`config.mk`:
```
export PLATFORM = sky130hd
export DESIGN_NAME = axi_mem_arbiter
export DESIGN_NICKNAME = d
export VERILOG_FILES = /design/src/rtl/axi_mem_arbiter.sv
export SDC_FILE = /design/constraint.sdc
export NUM_CORES = 1
export LEC_CHECK = 0
export CAP_MARGIN = 20
export CORE_UTILIZATION = 30
export CTS_BUF_LIST = sky130_fd_sc_hd__clkbuf_8
export DETAILED_ROUTE_END_ITERATION = 8
export PLACE_DENSITY = 0.61
export SYNTH_ARGS = -nofsm -noshare
export SYNTH_HDL_FRONTEND = slang
export SYNTH_SLANG_ARGS = --single-unit
```
`constraint.sdc`:
```
create_clock -name ACLK -period 1.8 [get_ports ACLK]
set_clock_uncertainty 0.1 [all_clocks]
set_input_delay 0.36 -clock ACLK [delete_from_list [all_inputs] [get_ports ACLK]]
set_output_delay 0.36 -clock ACLK [all_outputs]
set_load 0.01 [all_outputs]
```
`src/rtl/axi_mem_arbiter.sv`:
```
// Round-robin arbiter sharing one AXI4-Lite master between the instruction-fetch
// port (read-only) and the load/store data port. One transfer is in flight at a time.
module axi_mem_arbiter #(
  parameter int ADDRESS    = 32,
  parameter int DATA_WIDTH = 32
) (
  input  logic                  ACLK,
  input  logic                  ARESETN,
  input  logic                  i_req,
  input  logic [ADDRESS-1:0]    i_addr,
  output logic                  i_done,
  output logic [DATA_WIDTH-1:0] i_rdata,
  input  logic                  d_req,
  input  logic                  d_we,
  input  logic [ADDRESS-1:0]    d_addr,
  input  logic [DATA_WIDTH-1:0] d_wdata,
  output logic                  d_done,
  output logic [DATA_WIDTH-1:0] d_rdata,
  output logic                  start_read_o,
  output logic                  start_write_o,
  output logic [ADDRESS-1:0]    addr_o,
  output logic [DATA_WIDTH-1:0] wdata_o,
  input  logic                  mem_done_i,
  input  logic [DATA_WIDTH-1:0] rdata_i,
  output logic [1:0]            grant_o,
  output logic                  busy_o
);

  typedef enum logic [1:0] {IDLE, ISSUE, WAIT, DONE} state_t;
  typedef enum logic {OWN_INSTR, OWN_DATA} owner_t;

  state_t state;
  owner_t owner;
  owner_t last_grant;
  logic   op_write;

  logic pick_data;
  logic pick_write;

  // On a tie the port that did not win last time gets the bus.
  always_comb begin
    pick_data  = d_req && (!i_req || last_grant == OWN_INSTR);
    pick_write = pick_data && d_we;
  end

  // NOTE: every register here uses non-blocking assignment so all state and
  // outputs update together from values sampled at the same clock edge.
  always_ff @(posedge ACLK) begin
    if (!ARESETN) begin
      state         <= IDLE;
      owner         <= OWN_INSTR;
      last_grant    <= OWN_INSTR;
      op_write      <= 1'b0;
      i_done        <= 1'b0;
      i_rdata       <= '0;
      d_done        <= 1'b0;
      d_rdata       <= '0;
      start_read_o  <= 1'b0;
      start_write_o <= 1'b0;
      addr_o        <= '0;
      wdata_o       <= '0;
      grant_o       <= 2'b00;
      busy_o        <= 1'b0;
    end else begin
      start_read_o  <= 1'b0;
      start_write_o <= 1'b0;
      i_done        <= 1'b0;
      d_done        <= 1'b0;
      case (state)
        IDLE: begin
          if (i_req || d_req) begin
            owner         <= pick_data ? OWN_DATA : OWN_INSTR;
            last_grant    <= pick_data ? OWN_DATA : OWN_INSTR;
            op_write      <= pick_write;
            addr_o        <= pick_data ? d_addr : i_addr;
            wdata_o       <= pick_write ? d_wdata : '0;
            grant_o       <= pick_data ? 2'b10 : 2'b01;
            busy_o        <= 1'b1;
            start_read_o  <= !pick_write;
            start_write_o <= pick_write;
            state         <= ISSUE;
          end
        end
        ISSUE: state <= WAIT;
        WAIT: begin
          if (mem_done_i) begin
            if (!op_write) begin
              if (owner == OWN_DATA) d_rdata <= rdata_i;
              else                   i_rdata <= rdata_i;
            end
            i_done <= (owner == OWN_INSTR);
            d_done <= (owner == OWN_DATA);
            state  <= DONE;
          end
        end
        DONE: begin
          grant_o <= 2'b00;
          busy_o  <= 1'b0;
          state   <= IDLE;
        end
        default: state <= IDLE;
      endcase
    end
  end

endmodule
```
==> flow_summary_export.csv, run 1 <==
group,metric,value,unit
cells_and_area,layout-drive-gt1-share,6.94,%
clock_tree,cts-root-buf,"clkbuf_8",
place,dpl.hpwl,10.7,mm
synth,synthArstFlopShare,0,%
worst_setup_path,crit_arrival,1.90,ns
sta,holdWs,0.156,ns
detailed_routing,vias_per_cell,4.78,
detailed_routing,firstDrtPassIters,7,
detailed_routing,wl_per_cell,14.8,um
power_and_ir_drop,total_power,9.09,mW
sta,rsz0062_at_grt,"no",
place,pre_cts_slack,-0.0581,ns
synth,ys_seq_area_share,55.1,%
cells_and_area,multi_input_area,0.00195,mm^2
floorplanning,fp.dieW,132,um
synth,synth-seq-cells,139,
floorplanning,die_y,132,um
cells_and_area,num-fill-cells,1588,
synth,ys.warnings.count,0,
synth,synth.cells.most_frequent,"139 x dfxtp_1, 99 x nand2_1, 93 x o21ai_0, 66 x nand3_1",
synth,synth_edf_count,0,
floorplanning,rows,47,
clock_tree,cts_setup_buffers,0,
clock_tree,htree_num_levels,4,
clock_tree,cts_num_sinks,139,
synth,syn_area_per_cell,9.12,um^2
detailed_routing,first_iter_violations,275,
sta,fin_crit,1.64,ns
synth,netlist_area,0.00505,mm^2
floorplanning,design.die.area,0.0174,mm^2
global_routing,grt.total_usage,17.8,%
worst_setup_path,worstPathRequired,2.05,ns
global_routing,grt_overflow_total,0,
synth,syn_nets,693,
detailed_routing,wirelength,15.4,mm
sta,setup_ws,0.157,ns
clock_tree,hold_buffers,0,
cells_and_area,area_growth,63.6,%
power_and_ir_drop,p_leak,3.88,nW
place,gp_congestion,0.787,
detailed_routing,vias,4980,
worst_setup_path,cp_max_fo,33,
global_routing,grt_max_degree,66,
cells_and_area,post-route-util,50.0,%
sta,hold_viol_final,0,
synth,yosysUniqueCellTypes,33,
cells_and_area,num_antenna_cells,0,
status,status,"finished, final reports clean",
place,place_area,0.00793,mm^2
clock_tree,cts_tree,"yes",
clock_tree,cts.clk_slew.worst_paths,0.08,ns
cells_and_area,seq_area,0.00278,mm^2
synth,yosys.area.top_type,"dfxtp_1",
synth,yosys.area.top_type_share,55.1,%
power_and_ir_drop,p_per_area,1100,mW/mm^2
synth,synth_most_common_cell,"dfxtp_1",
sta,tightest_slew,0.285,ns
sta,maxSlewViolCount,0,
worst_setup_path,endpoint_kind,"register",
sta,slew_headroom,81.0,%
clock_tree,numCtsBuffers,17,
clock_tree,cts_max_path_buffers,2,
cells_and_area,final_nets,947,
detailed_routing,postRouteAntennaNets,0,
job,maxCapViolations,0,
place,port-buffer-count,268,
power_and_ir_drop,peakVddDrop,463,uV
clock_tree,worst_skew_pair.late_latency,0.43,ns
global_routing,grt_pass1_vias,4912,
cells_and_area,design_area,0.00826,mm^2
global_routing,grt_pass1_wl,24.9,mm
worst_setup_path,worst-setup-path-type,"register to register",
synth,synth_top_cells_by_area,"dfxtp_1 55%, o21ai_0 9.2%, nand2_1 7.4%",
detailed_routing,drc,0,
floorplanning,io-pin-count,269,
synth,synthCells,554,
sta,fmax,609,MHz
synth,synthFlopType,"dfxtp_1",
sta,setup_violations,0,
sta,fin_crit_sh,91.3,%
global_routing,grt_antenna_before_repair,0,
worst_hold_path,min_path_type,"input port to register",
worst_setup_path,critical_path.startpoint_type,"register",
floorplanning,core-area,0.0165,mm^2
floorplanning,start_util,30.6,%
[area by class of cell]
cell class | count | share of cell area, %
timing repair buffer | 285 | 33.9
sequential | 139 | 33.7
multi-input combinational | 358 | 23.5
tap | 220 | 3.33
clock buffer | 18 | 3.00
clock inverter | 14 | 2.21
inverter | 7 | 0.318
[flip-flops by register name, summed over array words and instances (netlist names)]
register,flops
busy_o,1
last_grant,1
grant_o,2
d_rdata,32
op_write,1
state,2
wdata_o,32
d_done,1
i_rdata,32
i_done,1
start_write_o,1
start_read_o,1
addr_o,32
[per-layer routing]
layer / up-vias / share of wire, % / GRT usage, % / wire length [um]
met5: - / 0 / 0 / 0
met4: 0 / 2.6 / 7.88 / 401
met3: 32 / 5.7 / 4.77 / 876
met2: 198 / 48 / 30.0 / 7380
met1: 2282 / 44 / 21.1 / 6780
li1: 2468 / - / - / -
[path summary, 6_finish.rpt]
kind	start	endpoint	slack (ns)	depth (start not counted)
max	state[0]	addr_o[10]	0.16	6
min	ARESETN	start_read_o	0.16	3
max reg2reg	state[0]	addr_o[10]	0.16	6
min reg2reg	d_rdata[2]	d_rdata[2]	0.37	2
[power breakdown]
group / switching [mW] / internal (mW) / total (mW) / leakage (nW)
Combinational: 1.36 / 1.24 / 2.60 / 2.54
Sequential: 0.234 / 3.53 / 3.77 / 1.13
Clock: 1.29 / 1.44 / 2.73 / 0.213
Total: 2.88 / 6.20 / 9.09 / 3.88
[cells in the final DEF (no fill, tap or decap), types with 2 or more instances in the layout]
cell	n
dfxtp_1	139
a21oi_1	6
buf_4	9
nand2_1	99
nand3_1	66
buf_12	8
o21ai_0	93
ha_1	5
clkbuf_8	18
bufinv_16	3
dlymetal6s2s_1	12
inv_1	7
clkinv_4	3
nor2_1	3
a31oi_1	32
clkdlybuf4s50_1	132
o21ai_1	6
a22o_1	32
dlygate4sd2_1	123
clkinvlp_4	2
inv_6	4
[critical path, stage by stage, from the launching register on]
cell and delay [ns]:
dfxtp_1 0.34, inv_1 0.13, ha_1 0.25, o21a_2 0.25
buf_12 0.20, o21ai_0 0.09, a31oi_1 0.20
[metrics by stage]
step,TNS (ns),cells
global placement,-0.00764,1008
finish,0,1041
detailed placement,-1.73,1008
floorplan,0,554
global route,0,1041
CTS,0,1040
[cells by family after synthesis]
group	after synthesis	share of synthesized area, %
adder cells (fa/ha/maj)	5	1.24
flip-flops	139	55.1
AND/OR/NAND/NOR	173	15.0
AO/OA/AOI/OAI	179	22.0
buffers and inverters	57	6.47
multiplexers	1	0.198
[timing repair]
item	in CTS	in global routing
setup endpoints to repair	123	13
pin swaps	0	0
cloned	0	1
hold endpoints to repair	0	0
gates resized for setup	123	12
Note: power is estimated with default switching activity, not from simulation.
==> run 2, diff against run 1 <==
Settings changed: CORE_ASPECT_RATIO from default to 0.5, MAX_ROUTING_LAYER from default to met4, SLEW_MARGIN from default to 15.
==> run 2 against run 1 <==
  * Non-clock buffer count grew 1
  * Sequential power is essentially flat
  * Final area grew 1.5%
  * First-iteration DRC count shrank 1.8%
  * Power grew 0.15%
==> flow_summary_export.csv, run 2 (synthesis results as in run 1) <==
group,metric,value,unit
status,status,"finished, final reports clean",
power_and_ir_drop,power_switching_share,31.7,%
global_routing,grt_pass1_vias,4623,
floorplanning,core-area,0.0164,mm^2
floorplanning,io-pin-count,269,
clock_tree,cts_setup_buffers,0,
clock_tree,hold_buffers,0,
clock_tree,htree_num_levels,4,
detailed_routing,postRouteAntennaNets,0,
clock_tree,cts-root-buf,"clkbuf_8",
power_and_ir_drop,peakVddDrop,545,uV
clock_tree,cts_tree,"yes",
worst_setup_path,worst-setup-path-type,"register to register",
sta,tightest_slew,0.488,ns
cells_and_area,mostFrequentLayoutCells,"139 x dfxtp_1, 132 x clkdlybuf4s50_1, 99 x nand2_1",
global_routing,grt_max_degree,82,
cells_and_area,layout-drive-gt1-share,7.18,%
worst_setup_path,worstPathRequired,2.05,ns
detailed_routing,wirelength,15.3,mm
place,gp_congestion,0.774,
cells_and_area,num_antenna_cells,0,
global_routing,grt_overflow_total,0,
floorplanning,start_util,30.7,%
cells_and_area,area_growth,66.1,%
place,port-buffer-count,268,
sta,rsz0062_at_grt,"no",
power_and_ir_drop,combPwrFrac,28.0,%
sta,fin_setup_tns,0,ns
power_and_ir_drop,pwr-share-seq,41.4,%
cells_and_area,final_nets,948,
clock_tree,cts_num_sinks,139,
power_and_ir_drop,p_sw,2.89,mW
cells_and_area,final_common_cell,"dfxtp_1",
worst_setup_path,endpoint_kind,"register",
detailed_routing,vias,4849,
power_and_ir_drop,p_per_area,1090,mW/mm^2
detailed_routing,vias_per_cell,4.62,
clock_tree,cts_max_path_buffers,2,
floorplanning,design.die.area,0.0174,mm^2
sta,holdWs,0.150,ns
worst_setup_path,cp_max_fo,9,
sta,fin_crit_sh,89.4,%
sta,slew_headroom,67.4,%
floorplanning,die_y,93.7,um
power_and_ir_drop,p_leak,4.27,nW
cells_and_area,post-route-util,51.0,%
detailed_routing,wl_per_cell,14.5,um
global_routing,grt.total_usage,18.0,%
power_and_ir_drop,internal-power,6.21,mW
clock_tree,cts_resized,94,
job,maxCapViolations,0,
sta,setup_violations,0,
floorplanning,fp.dieW,185,um
global_routing,grt_pass1_wl,23.9,mm
worst_setup_path,crit_arrival,1.86,ns
sta,hold_viol_final,0,
worst_hold_path,min_path_type,"input port to register",
worst_setup_path,critical_path.startpoint_type,"register",
detailed_routing,first_iter_violations,270,
clock_tree,worst_skew_pair.late_latency,0.42,ns
detailed_routing,drc,0,
sta,fmax,621,MHz
place,dpl.hpwl,10.7,mm
clock_tree,numCtsBuffers,17,
global_routing,grt_antenna_before_repair,0,
clock_tree,cts.clk_slew.worst_paths,0.08,ns
power_and_ir_drop,pwr-share-clk,30.6,%
sta,maxSlewViolCount,0,
floorplanning,rows,33,
detailed_routing,firstDrtPassIters,4,
sta,fin_crit,1.61,ns
[run 2: cell type report]
type | instances | area [um^2]
clock buffers | 17 | 234
clock inverters | 15 | 201
fillers | 1608 | 8050
inverters | 7 | 26.3
multi-input cells | 358 | 1960
flip-flops and latches | 139 | 2780
well taps | 227 | 284
repair buffers | 286 | 2900
[run 2: path summary, 6_finish.rpt]
path | from | to | slack (ns) | cells past startpoint
worst min-delay path | ARESETN | addr_o[25] | 0.15 | 3
worst max-delay path | state[1] | state[1] | 0.19 | 6
worst min register to register | d_rdata[17] | d_rdata[17] | 0.37 | 2
worst max register to register | state[1] | state[1] | 0.19 | 6
[run 2: power groups by stage]
stage | clock network (mW) | logic, mW | registers (mW)
3_3_place_gp | 0 | 2.75 | 3.84
3_5_place_dp | 0 | 2.77 | 3.85
5_1_grt | 3.01 | 2.80 | 3.83
2_1_floorplan | 0 | 1.17 | 4.01
4_1_cts | 2.88 | 2.57 | 3.78
6_report | 2.79 | 2.55 | 3.77
[run 2: metrics by stage]
stage	power (mW)	setup slack, ns	instances	cell area (um^2)
final	9.10	0.190	1049	8390
after global routing	9.64	0.0495	1049	8390
after CTS	9.22	0.0000527	1049	8270
after detailed placement	6.62	-0.0592	1017	7950
after global placement	6.59	-0.0186	1017	7950
after floorplan	5.18	0.224	554	5050
[run 2: critical path, cell delays in order, from the launching register on]
cell	delay, ns
dfxtp_1	0.40
inv_1	0.10
ha_4	0.20
nor3b_1	0.14
buf_4	0.15
a21oi_1	0.22
mux2i_1	0.22
[run 2: routing by layer]
metal  share of wire [%]  track usage (%)
met1                  45             21.5
met2                  50             30.5
met3                 4.1             3.84
met4                 1.0             5.85
met5                   0                -
